### config.mk
export PLATFORM = sky130hd
export DESIGN_NAME = persiana_planta
export DESIGN_NICKNAME = d
export VERILOG_FILES = /design/src/rtl/persiana_planta.sv
export SDC_FILE = /design/constraint.sdc
export NUM_CORES = 1
export LEC_CHECK = 0
export CAP_MARGIN = 0
export CORE_AREA = 2 2 39 41
export DETAILED_ROUTE_END_ITERATION = 16
export DIE_AREA = 0 0 41 43
export PLACE_DENSITY_LB_ADDON = 0.12
export SYNTH_ARGS = -nofsm -noshare
export SYNTH_HDL_FRONTEND = slang
export SYNTH_SLANG_ARGS = --single-unit
### constraint.sdc
create_clock -name Reloj -period 5.17 [get_ports Reloj]
set_input_delay 0.517 -clock Reloj [delete_from_list [all_inputs] [get_ports Reloj]]
set_output_delay 0.517 -clock Reloj [all_outputs]
set_load 0.1 [all_outputs]
### src/rtl/persiana_planta.sv
// Plant emulator for the automatic blind: turns subir/bajar motor commands into a
// modelled blind position and drives the Ssup/Smed/Sinf limit sensors back.
module persiana_planta #(
  parameter int unsigned TRAVEL_TICKS = 4,   // edges per position step while running
  parameter int unsigned POS_W        = 4,
  parameter int unsigned POS_MAX      = 12,  // fully open
  parameter int unsigned MED_POS      = 6,   // half open
  parameter int unsigned RESET_POS    = 0    // 0 = fully closed
) (
  input  logic             Reloj,
  input  logic             reset,
  input  logic             subir,
  input  logic             bajar,
  output logic             Ssup,
  output logic             Smed,
  output logic             Sinf,
  output logic [POS_W-1:0] pos,
  output logic             moving,
  output logic             fault
);

  localparam int unsigned CntW = (TRAVEL_TICKS > 1) ? $clog2(TRAVEL_TICKS) : 1;
  localparam logic [CntW-1:0]  CntLast = CntW'(TRAVEL_TICKS - 1);
  localparam logic [POS_W-1:0] PosMax  = POS_W'(POS_MAX);
  localparam logic [POS_W-1:0] PosMed  = POS_W'(MED_POS);
  localparam logic [POS_W-1:0] PosRst  = POS_W'(RESET_POS);

  typedef enum logic [1:0] {
    StReposo   = 2'd0,
    StSubiendo = 2'd1,
    StBajando  = 2'd2,
    StFalla    = 2'd3
  } state_e;

  state_e           state_q;
  logic [CntW-1:0]  cnt_q;
  logic [POS_W-1:0] pos_q;
  logic             step_done;

  assign step_done = (cnt_q == CntLast);

  // Motor FSM plus travel model; leaving a motion state always drops partial tick progress.
  always_ff @(posedge Reloj or posedge reset) begin
    if (reset) begin
      state_q <= StReposo;
      cnt_q   <= '0;
      pos_q   <= PosRst;
    end else if (subir && bajar) begin
      // Contradictory commands win over everything; position is frozen.
      state_q <= StFalla;
      cnt_q   <= '0;
    end else begin
      unique case (state_q)
        StFalla: begin
          // Mandatory REPOSO cycle before any restart.
          state_q <= StReposo;
          cnt_q   <= '0;
        end
        StReposo: begin
          cnt_q <= '0;
          if (subir) begin
            state_q <= StSubiendo;
          end else if (bajar) begin
            state_q <= StBajando;
          end
        end
        StSubiendo: begin
          if (bajar || !subir) begin
            // Reversal or release: one dead-time cycle in REPOSO.
            state_q <= StReposo;
            cnt_q   <= '0;
          end else if (pos_q < PosMax) begin
            if (step_done) begin
              pos_q <= pos_q + 1'b1;
              cnt_q <= '0;
            end else begin
              cnt_q <= cnt_q + 1'b1;
            end
          end else begin
            cnt_q <= '0;
          end
        end
        StBajando: begin
          if (subir || !bajar) begin
            state_q <= StReposo;
            cnt_q   <= '0;
          end else if (pos_q != '0) begin
            if (step_done) begin
              pos_q <= pos_q - 1'b1;
              cnt_q <= '0;
            end else begin
              cnt_q <= cnt_q + 1'b1;
            end
          end else begin
            cnt_q <= '0;
          end
        end
        default: begin
          state_q <= StReposo;
          cnt_q   <= '0;
        end
      endcase
    end
  end

  // Sensors and status decode registered state/position only, never the commands.
  assign pos    = pos_q;
  assign Ssup   = (pos_q == PosMax);
  assign Smed   = (pos_q == PosMed);
  assign Sinf   = (pos_q == '0);
  assign fault  = (state_q == StFalla);
  assign moving = ((state_q == StSubiendo) && (pos_q != PosMax)) ||
                  ((state_q == StBajando) && (pos_q != '0));

endmodule

==> results.md <==
- Outcome: complete, no violations
- Most frequent cells in the layout: clkdlybuf4s50_1 (12), nand2_1 (10), inv_1 (8), dfrtp_1 (8), ha_1 (7)
- Seq/Total Area, Yosys: 0.343
- Port Buffer Count: 12
- Tightest Pin Transition: 0.972 ns
- Core Area: 1380 um^2
- Routed vias: 516
- Gr usage total: 0.178
- Top-area cell type share of the netlist area: 0.343
- Top-Level Pins: 13
- Die Y: ~43 um
- Critical Path AT: between 2 and 3 ns
- Critical Path Source Type: flip-flop
- Worst Hold Class: flip-flop to flip-flop
- Fin Setup TNS: 0 ns
- Buffers & Inverters on Critical Path: 3
- Yosys warning total: 0
- Post-DP HPWL: around 970 um
- Die ar.: approximately 1800 um^2
- Initial antenna violation count: 0
- Worst EP required: ~4.7 ns
- Worst r2r src: state_q[0]$_DFFE_PP0P_
- Final instance area: approximately 750 um^2
- Reg2reg end: pos[3]$_DFFE_PP0P_
- Most common cell after layout, fill and taps aside: clkdlybuf4s50_1
- Sink Count: 8
- First-pass GRT wire length: between 2000 and 2500 um
- Final critical-path required period: between 3 and 4 ns
- # rows: 14
- Worst setup startpoint: state_q[0]$_DFFE_PP0P_
- Grt total ovfl: 0
- RSZ-0062 raised after global routing: no
- Crit-path cells: inv_1 > ha_1 > inv_1 > o22ai_1 > clkdlybuf4s50_1
- Wire length per cell: 13.0 um
- Placed Area: between 700 and 800 um^2
- Cell family with most CP delay: buffers and inverters
- Cts repair resizes: 0
- Critical Path End: moving
- Share of cells above drive strength 1: 0.115
- Routed Antenna Nets: 0
- H-tree depth: 1
- Mapped Nets: 75
- Vias in the first global route: between 400 and 500
- Pin count of the biggest net entering global routing: 9
- Vias per cell: 5.49
- Fmax: about 0.33 GHz
- Worst skew pair latency: 0.25 ns
- Mean Syn Cell Area: slightly above 9 um^2
- Mapped Area: just under 600 um^2
- Crit path largest cell delay: around 1.2 ns
- DRC Markers: 0
- Total CTS buffers: 3
- Fillers: between 100 and 150
- FF+latch area: roughly 200 um^2
- GPL Wtd Cong: ~0.74
- CTS tree: done
- Hold Buf Count CTS: 0
- Leading post-synthesis cells by cell area: dfrtp_1 (34%), ha_1 (15%), nand2_1 (6.4%), inv_1 (5.1%), nor4_2 (4.3%)
- CP Class: flip-flop to primary output
- R2R Setup Slk: 3.30 ns
- Mapped Cells: 63
- Crit end category: primary output
- Final wirelength: around 1200 um
- Cell depth of the worst flop-to-flop path: 7
- Setup Buffers After CTS: 0
- Starting Density: 0.422
- Worst path depth: 5
- Area occupied by multi-input gates: 359 um^2
- Root buffer cell: clkbuf_4
- Slowest CP cell: clkdlybuf4s50_1
- Clock-pin slew on the worst setup and hold paths: approximately 0.05 ns
- Slew Viols, Final: 0
- Initial drt markers: 9
- Final Skew: around 0.0022 ns
- Hold Path Stages: 1
- Final period utilization: 0.585
- Width of the die: 41 um
- DRT Pass-1 Iters: 4
- Critical path peak fanout: 5
- # diodes: 0
- Final Hold Viols: 0
- Max_cap viols: 0
- Most used cell, CP: inv_1
- Layout area overhead: 28.7%
- Synth cell types: 23
- Top cell type by total area after synthesis: dfrtp_1
- Max Root-Sink Buffers: 2
- Final setup vio count: 0
- Slew HR: 0.350
- Final #Nets: 92
- FF+latch count, synth: 8
synth_stat cells (all sizes together):
| library cell | instances |
|---|---|
| o21ai | 4 |
| a21o | 1 |
| a22oi | 2 |
| o31a | 1 |
| o32ai | 1 |
| xor2 | 2 |
| a21bo | 1 |
| nand3 | 1 |
| or2 | 1 |
| and3 | 2 |
| a22o | 1 |
| nand2 | 10 |
| nor3 | 3 |
| o22ai | 2 |
| nor4 | 2 |
| a21oi | 3 |
| dfrtp | 8 |
| xnor2 | 1 |
| fa | 1 |
| inv | 8 |
| o2111ai | 1 |
| ha | 7 |
cell type report:
class | count | share of cell area
sequential | 8 | 0.266
clock buffer | 3 | 0.0300
multi-input combinational | 47 | 0.478
timing repair buffer | 12 | 0.160
tap | 16 | 0.0266
inverter | 8 | 0.0399
worst min-delay path by stage:
stage                        from  slack (ns)                 end
2_1_floorplan               reset        0.33  cnt_q[0]$_DFF_PP0_
3_3_place_gp   cnt_q[0]$_DFF_PP0_        0.43  cnt_q[0]$_DFF_PP0_
3_5_place_dp   cnt_q[0]$_DFF_PP0_        0.43  cnt_q[0]$_DFF_PP0_
4_1_cts        cnt_q[0]$_DFF_PP0_        0.44  cnt_q[0]$_DFF_PP0_
5_1_grt        cnt_q[0]$_DFF_PP0_        0.45  cnt_q[0]$_DFF_PP0_
6_report       cnt_q[0]$_DFF_PP0_        0.44  cnt_q[0]$_DFF_PP0_
metal layers:
metal / GRT usage / part of all wire / up-vias
li1: - / - / 256
met1: 0.252 / 0.44 / 248
met2: 0.256 / 0.53 / 12
met3: 0.0785 / 0.031 / 0
met4: 0.0200 / 0 / 0
met5: 0 / 0 / -
per-stage QoR:
step / cells / setup slack (ns) / util / hold slack, ns
2_1_floorplan: 63 / 0.578 / - / 0.333
3_3_place_gp: 91 / 2.48 / 0.527 / 0.428
3_5_place_dp: 91 / 2.43 / 0.527 / 0.433
4_1_cts: 94 / 2.15 / 0.543 / 0.440
5_1_grt: 94 / 1.99 / 0.543 / 0.453
6_report: 94 / 2.15 / 0.543 / 0.436
sequential cells by signal (all words and copies together), names as in the netlist:
name,cells
cnt_q,2
pos,4
state_q,2
logic make-up after synthesis:
family | Yosys count | share of synthesized area
and+or+nand+nor | 19 | 0.178
buffers and inverters | 8 | 0.0514
AOI/OAI and AO/OA | 17 | 0.199
adders and majority gates | 8 | 0.184
xor gates and xnor gates | 3 | 0.0450
DFF | 8 | 0.343
Power is not shown: default switching activity piles up to over one toggle a cycle in this logic, so the estimate is an artifact.
